==> src/rtl/ezp_pkg.sv <==
// Shared types and byte offsets for the EZPack packet decoder.
package ezp_pkg;

    typedef enum logic [1:0] {
        IDLE   = 2'd0,
        CHECK  = 2'd1,
        STREAM = 2'd2
    } state_e;

    typedef enum logic [2:0] {
        ERR_NONE  = 3'd0,
        ERR_START = 3'd1,
        ERR_LEN   = 3'd2,
        ERR_END   = 3'd3,
        ERR_CHK   = 3'd4
    } err_code_e;

    // Fixed byte positions inside a packed packet.
    localparam int OFS_START = 0;
    localparam int OFS_CMD   = 1;
    localparam int OFS_LEN   = 2;
    localparam int OFS_PD    = 3;

endpackage

==> src/rtl/ezp_pkt_check.sv <==
// Combinational EZPack packet validator: start, length, end and checksum.
// Positions that depend on LEN are only looked at once LEN is in range.
module ezp_pkt_check
    import ezp_pkg::*;
#(
    parameter logic [7:0] START_BYTE = 8'hAA,
    parameter logic [7:0] END_BYTE   = 8'h55,
    parameter int         MAX_PD_LEN = 2,
    parameter int         MAX_PKTLEN = MAX_PD_LEN + 5
) (
    input  logic [8*MAX_PKTLEN-1:0] pkt,
    output logic                    pass,
    output err_code_e               err_code
);

    logic [7:0] start_b;
    logic [7:0] cmd_b;
    logic [7:0] len_b;
    logic [7:0] chk_b;
    logic [7:0] end_b;
    logic [7:0] calc;
    logic       len_ok;

    assign start_b = pkt[8*OFS_START +: 8];
    assign cmd_b   = pkt[8*OFS_CMD +: 8];
    assign len_b   = pkt[8*OFS_LEN +: 8];

    // Pick CHK/END by constant-index mux and fold payload into the XOR sum.
    always_comb begin
        len_ok = (len_b != 8'd0) && (len_b <= 8'(MAX_PD_LEN));
        chk_b  = 8'd0;
        end_b  = 8'd0;
        calc   = cmd_b ^ len_b;
        for (int k = 1; k <= MAX_PD_LEN; k++) begin
            if (len_ok && (len_b == 8'(k))) begin
                chk_b = pkt[8*(OFS_PD+k) +: 8];
                end_b = pkt[8*(OFS_PD+k+1) +: 8];
            end
        end
        for (int k = 0; k < MAX_PD_LEN; k++) begin
            if (8'(k) < len_b) calc = calc ^ pkt[8*(OFS_PD+k) +: 8];
        end
    end

    // First failing check in priority order sets the code.
    always_comb begin
        err_code = ERR_NONE;
        if (start_b != START_BYTE)   err_code = ERR_START;
        else if (!len_ok)            err_code = ERR_LEN;
        else if (end_b != END_BYTE)  err_code = ERR_END;
        else if (chk_b != calc)      err_code = ERR_CHK;
        pass = (err_code == ERR_NONE);
    end

endmodule

==> src/rtl/ezp_decode.sv <==
// EZPack packet decoder: accepts one packed packet, validates it in a
// single CHECK cycle, then streams the payload bytes with a last flag.
module ezp_decode
    import ezp_pkg::*;
#(
    parameter logic [7:0] START_BYTE = 8'hAA,
    parameter logic [7:0] END_BYTE   = 8'h55,
    parameter int         MAX_PD_LEN = 2,
    parameter int         MAX_PKTLEN = MAX_PD_LEN + 5,
    parameter int         CNT_W      = 16
) (
    input  logic                    clk,
    input  logic                    rst_n,
    input  logic [8*MAX_PKTLEN-1:0] i_data,
    input  logic                    i_valid,
    output logic                    i_ready,
    output logic [7:0]              o_data,
    output logic                    o_valid,
    input  logic                    o_ready,
    output logic                    o_last,
    output logic [7:0]              o_cmd,
    output logic                    o_err,
    output logic [2:0]              o_err_code,
    output logic [CNT_W-1:0]        o_pkt_cnt,
    output logic [CNT_W-1:0]        o_err_cnt
);

    state_e                  state_q, state_d;
    logic [8*MAX_PKTLEN-1:0] pkt_q, pkt_d;
    logic [7:0]              idx_q, idx_d;
    logic [7:0]              cmd_q, cmd_d;
    err_code_e               err_code_q, err_code_d;
    logic [CNT_W-1:0]        pkt_cnt_q, pkt_cnt_d;
    logic [CNT_W-1:0]        err_cnt_q, err_cnt_d;

    logic                    chk_pass;
    err_code_e               chk_code;
    logic [7:0]              len;
    logic [7:0]              pd_byte;
    logic                    last;

    ezp_pkt_check #(
        .START_BYTE (START_BYTE),
        .END_BYTE   (END_BYTE),
        .MAX_PD_LEN (MAX_PD_LEN),
        .MAX_PKTLEN (MAX_PKTLEN)
    ) u_check (
        .pkt      (pkt_q),
        .pass     (chk_pass),
        .err_code (chk_code)
    );

    assign len  = pkt_q[8*OFS_LEN +: 8];
    assign last = (idx_q == len - 8'd1);

    // Payload byte at the current stream index.
    always_comb begin
        pd_byte = 8'd0;
        for (int k = 0; k < MAX_PD_LEN; k++) begin
            if (idx_q == 8'(k)) pd_byte = pkt_q[8*(OFS_PD+k) +: 8];
        end
    end

    // Outputs decoded from registered state only.
    assign i_ready    = (state_q == IDLE);
    assign o_valid    = (state_q == STREAM);
    assign o_data     = o_valid ? pd_byte : 8'd0;
    assign o_last     = o_valid && last;
    assign o_cmd      = cmd_q;
    assign o_err      = (state_q == CHECK) && !chk_pass;
    assign o_err_code = o_err ? chk_code : err_code_q;
    assign o_pkt_cnt  = pkt_cnt_q;
    assign o_err_cnt  = err_cnt_q;

    // Next-state and datapath updates.
    always_comb begin
        state_d    = state_q;
        pkt_d      = pkt_q;
        idx_d      = idx_q;
        cmd_d      = cmd_q;
        err_code_d = err_code_q;
        pkt_cnt_d  = pkt_cnt_q;
        err_cnt_d  = err_cnt_q;
        case (state_q)
            IDLE: begin
                if (i_valid) begin
                    pkt_d   = i_data;
                    state_d = CHECK;
                end
            end
            CHECK: begin
                if (chk_pass) begin
                    cmd_d   = pkt_q[8*OFS_CMD +: 8];
                    idx_d   = 8'd0;
                    state_d = STREAM;
                end else begin
                    err_code_d = chk_code;
                    if (err_cnt_q != '1) err_cnt_d = err_cnt_q + 1'b1;
                    state_d = IDLE;
                end
            end
            STREAM: begin
                if (o_ready) begin
                    if (last) begin
                        if (pkt_cnt_q != '1) pkt_cnt_d = pkt_cnt_q + 1'b1;
                        state_d = IDLE;
                    end else begin
                        idx_d = idx_q + 8'd1;
                    end
                end
            end
            default: state_d = IDLE;
        endcase
    end

    // State and datapath registers; reset drops any packet in flight.
    always_ff @(posedge clk or negedge rst_n) begin
        if (!rst_n) begin
            state_q    <= IDLE;
            pkt_q      <= '0;
            idx_q      <= 8'd0;
            cmd_q      <= 8'd0;
            err_code_q <= ERR_NONE;
            pkt_cnt_q  <= '0;
            err_cnt_q  <= '0;
        end else begin
            state_q    <= state_d;
            pkt_q      <= pkt_d;
            idx_q      <= idx_d;
            cmd_q      <= cmd_d;
            err_code_q <= err_code_d;
            pkt_cnt_q  <= pkt_cnt_d;
            err_cnt_q  <= err_cnt_d;
        end
    end

endmodule

==> config.mk <==
export PLATFORM = sky130hd
export DESIGN_NAME = ezp_decode
export DESIGN_NICKNAME = d
export VERILOG_FILES = /design/src/rtl/ezp_pkg.sv /design/src/rtl/ezp_pkt_check.sv /design/src/rtl/ezp_decode.sv
export SDC_FILE = /design/constraint.sdc
export NUM_CORES = 1
export LEC_CHECK = 0
export ABC_AREA = 1
export ABC_CLOCK_PERIOD_IN_PS = 3100
export BUFFER_PORTS_ARGS = -buffer_cell sky130_fd_sc_hd__buf_2
export CORE_MARGIN = 4
export CORE_UTILIZATION = 45
export CTS_CLUSTER_DIAMETER = 150
export DETAILED_ROUTE_END_ITERATION = 8
export GPL_TIMING_DRIVEN = 0
export PLACE_DENSITY = 0.65
export SYNTH_ARGS = -nofsm -noshare
export SYNTH_HDL_FRONTEND = slang
export SYNTH_SLANG_ARGS = --single-unit
export TNS_END_PERCENT = 1
==> constraint.sdc <==
create_clock -name clk -period 3.1 [get_ports clk]
set_input_delay 0.31 -clock clk [delete_from_list [all_inputs] [get_ports clk]]
set_output_delay 0.31 -clock clk [all_outputs]
set_load 0.01 [all_outputs]
* Word level (Yosys, flattened, before mapping)
Index checks and enable logic that the tools add are counted.
Cells by class: add/sub/neg operators 4, order comparisons 3, eq/ne operators 16, multiplexer cells 23, bitwise operators 4, reductions and logical operators 18
Operators with widths (count):
- 8-bit two-way mux | 12
- 16-bit by 1-bit adder with 16-bit output, second input constant | 2
- 16-bit != test, second input constant | 2
- 8-bit XOR | 3
- 8-bit by 1-bit equality test with 1-bit output, second input constant | 2
- 1-bit by 8-bit < comparator with 1-bit output, first input constant | 2
- 8-bit case mux with 2 select lines | 1
- 3-bit two-way mux | 5
- 8-bit by 1-bit adder with 8-bit output, second input constant | 1
- 8-bit by 2-bit equality test with 1-bit output, second input constant | 1
- 8-bit equality test | 1
- 8-bit by 2-bit less-or-equal comparator with 1-bit output, second input constant | 1
- 8-bit zero test | 1
- 2-bit two-way mux | 4
- 8-bit by 7-bit != test with 1-bit output, second input constant | 1
- 8-bit != test | 1
- 8-bit != test, second input constant | 1
- 4-bit AND reduction | 2
- 8-bit nonzero test | 1
- 8-bit by 1-bit subtractor with 8-bit output, second input constant | 1
- 2-bit != test, second input constant | 3
- 2-bit case mux with 3 select lines | 1
- 2-bit AND reduction | 3
- 3-bit AND reduction | 2
- other kinds (9) | 14
Word-level totals: register bits after elaboration 109, input bits 60, output and inout port bits 55, word-level logic and storage cells 75

* Longest topological paths before layout
word-level depth 14, gate-level depth with buffers 20

* Cells and area by module
A second synthesis with hierarchy kept.
Unflattened totals: cell total of the unflattened synthesis 934, area, all modules 6545.0 um^2
By module, submodules not included:
- ezp_decode | instances 1, cells each 709, area an instance 5501.5 um^2, sequential area each 2727.6 um^2
- ezp_pkt_check | instances 1, cells each 225, area an instance 1043.5 um^2, sequential area each 0.0 um^2

* Least setup slack after synthesis
OpenSTA, ideal clock, no wires.
kind reg2out, from reg pkt_q[16], to out o_err_code[1], arrival time 2.273 ns, required time 2.790 ns, slack 0.517 ns, stages on the path, launching flop included 19, path buffers 2, cells stage by stage dfrtp_1 -> inv_1 -> ha_1 -> nand2_4 -> inv_2 -> nand2_2 -> buf_6 -> nand3_1 -> nand3_1 -> nand2_1 -> nand2_1 -> nand2_1 -> nand2_1 -> nor2_4 -> nand3_4 -> nand2_2 -> buf_4 -> nand2_1 -> o21ai_1
On the way: word-level cells in the longest chain between the ends 14, elaborated cells between the ends (all ways) 28
RTL lines:
- start, declared | line ezp_decode.sv:29 | logic [8*MAX_PKTLEN-1:0] pkt_q, pkt_d;
- start signal, assigned | line ezp_decode.sv:128 | pkt_q <= pkt_d;
- 8-bit by 2-bit less-or-equal comparator with 1-bit output, or another cell as far along | line ezp_pkt_check.sv:30 | len_ok = (len_b != 8'd0) && (len_b <= 8'(MAX_PD_LEN));
- 1-bit logical AND or 8-bit XOR (tied branches) | line ezp_pkt_check.sv:30, ezp_pkt_check.sv:41
- 1-bit logical AND or 8-bit two-way mux (tied branches) | line ezp_pkt_check.sv:35, ezp_pkt_check.sv:41
- 8-bit two-way mux or 8-bit XOR (tied branches) | line ezp_pkt_check.sv:35, ezp_pkt_check.sv:41
- 8-bit two-way mux (on tied branches) | line ezp_pkt_check.sv:35, ezp_pkt_check.sv:41
- 8-bit != test | line ezp_pkt_check.sv:51 | else if (chk_b != calc) err_code = ERR_CHK;
- 3-bit two-way mux | line ezp_pkt_check.sv:51
- 3-bit two-way mux | line ezp_pkt_check.sv:50 | else if (end_b != END_BYTE) err_code = ERR_END;
- 3-bit two-way mux (*) | line ezp_pkt_check.sv:49 | else if (!len_ok) err_code = ERR_LEN;
- 3-bit two-way mux (*) | line ezp_pkt_check.sv:48 | if (start_b != START_BYTE) err_code = ERR_START;
- 3-bit zero test | line ezp_pkt_check.sv:52 | pass = (err_code == ERR_NONE);
- 1-bit zero test | line ezp_decode.sv:70 | assign o_err = (state_q == CHECK) && !chk_pass;
- 1-bit logical AND | line ezp_decode.sv:70
- 3-bit two-way mux (*) | line ezp_decode.sv:71 | assign o_err_code = o_err ? chk_code : err_code_q;
- end, declared | line ezp_decode.sv:23 | output logic [2:0] o_err_code,
Mark *: on every way between the ends. The rest lies on a longest branch, timed or not.

* Worst setup path in the final report
from reg pkt_q[17], to out o_err_code[1]
The elaborated chain is that of the path after synthesis.

==> reports/qor.yml <==
floorplan:
  die_w_um: 127
  coreArea_sq_um: 13900
  fp.dieH_um: 127
  start_util_pct: 45.8
  die-area_sq_um: 16100
  ios: 115
  rows: 43
grt:
  grt_max_degree: 67
  grt_pass1_vias: 5751
  globalRouteTotalUtil_pct: 21.0
  overflow: 0
  grt_first_pass_wirelength_mm: 27.5
  antenna_found_initial: 0
cells_and_area:
  fill_cells: 1401
  final_util_pct: 55.3
  drive_gt1_share_pct: 19.1
  stdcell_area_sq_um: 7680
  area_growth_syn_to_layout_pct: 20.6
  diodes: 0
  final_nets: 1088
pwr:
  p_seq_share_pct: 48.8
  clock_power_share_pct: 37.5
  switching_share_pct: 26.9
  comb_power_share_pct: 13.7
  internal_power_uw: 2240
  vdd_drop_max_mv: 0.325
  p_switching_uw: 824
  p_leak_uw: 0.00410
  powerDensity_nw_per_um2: 399
timing:
  report.final.setup_viol: 0
  slew_viol_final: 0
  clock_skew_ns: 0.00449
  rsz0062_at_grt: "yes"
  fin_ws_ns: 0.0800
  relSlewSlack_pct: 43.7
  tns_ns: 0
  worstMarginPinSlew_ns: 0.844
  layout_min_cycle_time_ns: 3.02
  max_freq_mhz: 331
  hold_viol: 0
  period_share_pct: 97.4
clocking:
  cts_hold_buf: 0
  cts_tree: "built"
  cts_max_path_buffers: 2
  clkSlewWorstSetupHoldPaths_ns: 0.07
  clock-sinks: 109
  cts_max_level: 3
  cts_buffers: 9
  clockRootBuffer: "clkbuf_16"
  clkLatencyLatePin_ns: 0.35
synthesis:
  synth-async-reset-ratio_pct: 100
  seq_area_frac_synth_pct: 42.9
  ys_seq_elements: 109
  synthCells: 879
  synth-edff-count: 0
  synth_area_per_cell_sq_um: 7.24
  syn_nets: 947
  ys.flop_type: "dfrtp_1"
  synth_area_sq_um: 6360
  synth.distinct_cells: 34
  yosys_warnings: 0
routing:
  drcViolationCount: 0
  drtIter0Drc: 307
  viasPerCell: 4.93
  routed_wl_mm: 16.4
  drt_pass1_iterations: 8
  vias: 5942
  drtAntennaViolNets: 0
  wl_per_cell_um: 13.6
placed_design:
  dp_hpwl_mm: 12.4
  numPortBuffers: 114
  place_area_sq_um: 7190
  gp_congestion: 0.900
  detailedPlace.worstSlack_ns: -0.0844
job:
  drv_cap: 0
critical_path:
  cp.arrival_ns: 2.71
  crit_type: "register to output pin"
  critPathCaptureType: "output pin"
  crit_fanout: 10
  cp-start-kind: "register"
  worstPathRequired_ns: 2.79
worst_hold_path:
  holdCritPathClass: "primary input to asynchronous set/reset pin"
run_status:
  status: "completed"
==> cell type report <==
cell class	instances	area, sq um	share of cell area [%]
well taps	180	225	2.93
multi-input cells	666	3300	42.9
repair buffers	129	703	9.16
plain buffers	23	115	1.50
flip-flops and latches	109	2730	35.6
clock inverters	7	66.3	0.864
inverters	82	313	4.07
clock buffers	9	225	2.93
==> logic make-up (layout without fill, tap and decap cells) <==
logic type               Yosys count  after routing  synth area share, %
adder cells (fa/ha/maj)            8              8                 1.57
XOR/XNOR                          45             45                 6.19
flip-flops                       109            109                 42.9
AO/OA/AOI/OAI                     62             62                 5.17
buffers and inverters            105            250                 6.55
AND/OR/NAND/NOR                  550            551                 37.7
==> power by group through the flow <==
stage	logic (uW)	clock network, uW	registers (uW)
floorplan	241	0	1510
global placement	402	0	1520
detailed placement	411	0	1520
CTS	415	1180	1500
global route	473	1230	1500
finish	419	1150	1500
==> path summary, 6_finish.rpt <==
| kind | endpoint | slack, ns | start | depth (start not counted) |
|---|---|---|---|---|
| worst min register to register | pkt_q[54]$_DFFE_PN0P_ | 0.48 | pkt_q[54]$_DFFE_PN0P_ | 2 |
| worst min-delay path | o_pkt_cnt[3]$_DFFE_PN0P_ | 0.06 | rst_n | 1 |
| min in group clk | pkt_q[27]$_DFFE_PN0P_ | 0.14 | i_data[27] | 3 |
| worst max-delay path | o_err_code[1] | 0.08 | pkt_q[17]$_DFFE_PN0P_ | 18 |
| max in group asynchronous | pkt_q[40]$_DFFE_PN0P_ | 2.33 | rst_n | 2 |
| worst max register to register | o_cmd[6]$_DFFE_PN0P_ | 0.51 | pkt_q[17]$_DFFE_PN0P_ | 17 |
==> synth_stat cells, drive strengths merged (2+ instances only) <==
| cell type | instances | area share [%] |
|---|---|---|
| nor3b | 4 | 0.47 |
| and2 | 2 | 0.20 |
| or2 | 3 | 0.29 |
| inv | 80 | 4.7 |
| clkinv | 2 | 0.12 |
| dfrtp | 109 | 43 |
| ha | 8 | 1.6 |
| nand4 | 32 | 3.4 |
| clkbuf | 17 | 1.0 |
| xor2 | 27 | 3.7 |
| nor3 | 7 | 0.55 |
| nand2 | 374 | 22 |
| xnor2 | 18 | 2.5 |
| nor4 | 5 | 0.49 |
| buf | 6 | 0.71 |
| nor2 | 59 | 4.2 |
| o21ai | 45 | 3.5 |
| nand3 | 64 | 5.7 |
| a21oi | 14 | 1.3 |
==> stage by stage <==
stage | total power (uW) | cells | hold WS, ns
2_1_floorplan | 1750 | 879 | 0.0144
6_report | 3070 | 1205 | 0.0641
4_1_cts | 3090 | 1199 | 0.0948
5_1_grt | 3200 | 1205 | 0.142
3_3_place_gp | 1930 | 1173 | 0.460
3_5_place_dp | 1930 | 1174 | 0.466
==> flip-flops by register name (all words and copies together) (netlist names) <==
name        cells
pkt_q          56
idx_q           8
o_cmd           8
o_err_cnt      16
o_pkt_cnt      16
state_q         2
err_code_q      3
==> cells in the final DEF, fill, tap and decap left out, types with 2 or more instances in the layout <==
master and n:
nand2_1 367, buf_2 116, dfrtp_1 105, inv_1 71, nand3_1 58, nor2_1 49, o21ai_0 36, nand4_1 31
xor2_1 27, xnor2_1 18, clkbuf_1 17, buf_4 15, a21oi_1 12, nor2_4 9, o21ai_1 9, clkbuf_16 9
inv_2 7, nor3_1 7, ha_1 7, nor4_1 5, nand2_2 4, nand3_4 4, nor3b_1 4, clkinv_2 4
dfrtp_2 4, nand2_4 3, buf_6 3, or2_2 3, nor2_2 2, inv_4 2, clkinv_1 2, and2_1 2
nand3_2 2
==> per-layer routing <==
layer	wire length (um)	share of wire, %	track usage (%)	vias to the layer above
li1	-	-	-	3063
met4	370	2.3	7.07	0
met5	0	0	0	-
met3	845	5.2	4.55	25
met1	7620	47	27.9	2729
met2	7520	46	34.0	125
==> critical path, cell delays in order, from the launching register on <==
cell     delay (ns)
dfrtp_1        0.41
inv_2          0.12
ha_1           0.17
nand2_2        0.08
a21oi_4        0.31
inv_2          0.09
nand2_1        0.07
nand2_1        0.06
nand2_1        0.06
nand2_1        0.04
nand2_1        0.06
nand3_1        0.10
nor2_4         0.15
nand3_4        0.08
nand2_2        0.09
buf_6          0.14
nand2_1        0.05
o21ai_1        0.09
buf_2          0.16
==> what timing repair did <==
| item | in CTS | in global routing |
|---|---|---|
| gates cloned | 1 | 1 |
| buffers inserted | 8 | 5 |
| pin swaps | 6 | 6 |
| setup endpoints to repair | 4 | 8 |
| gates resized for setup | 16 | 9 |
Note: power is estimated with default switching activity, not from simulation.
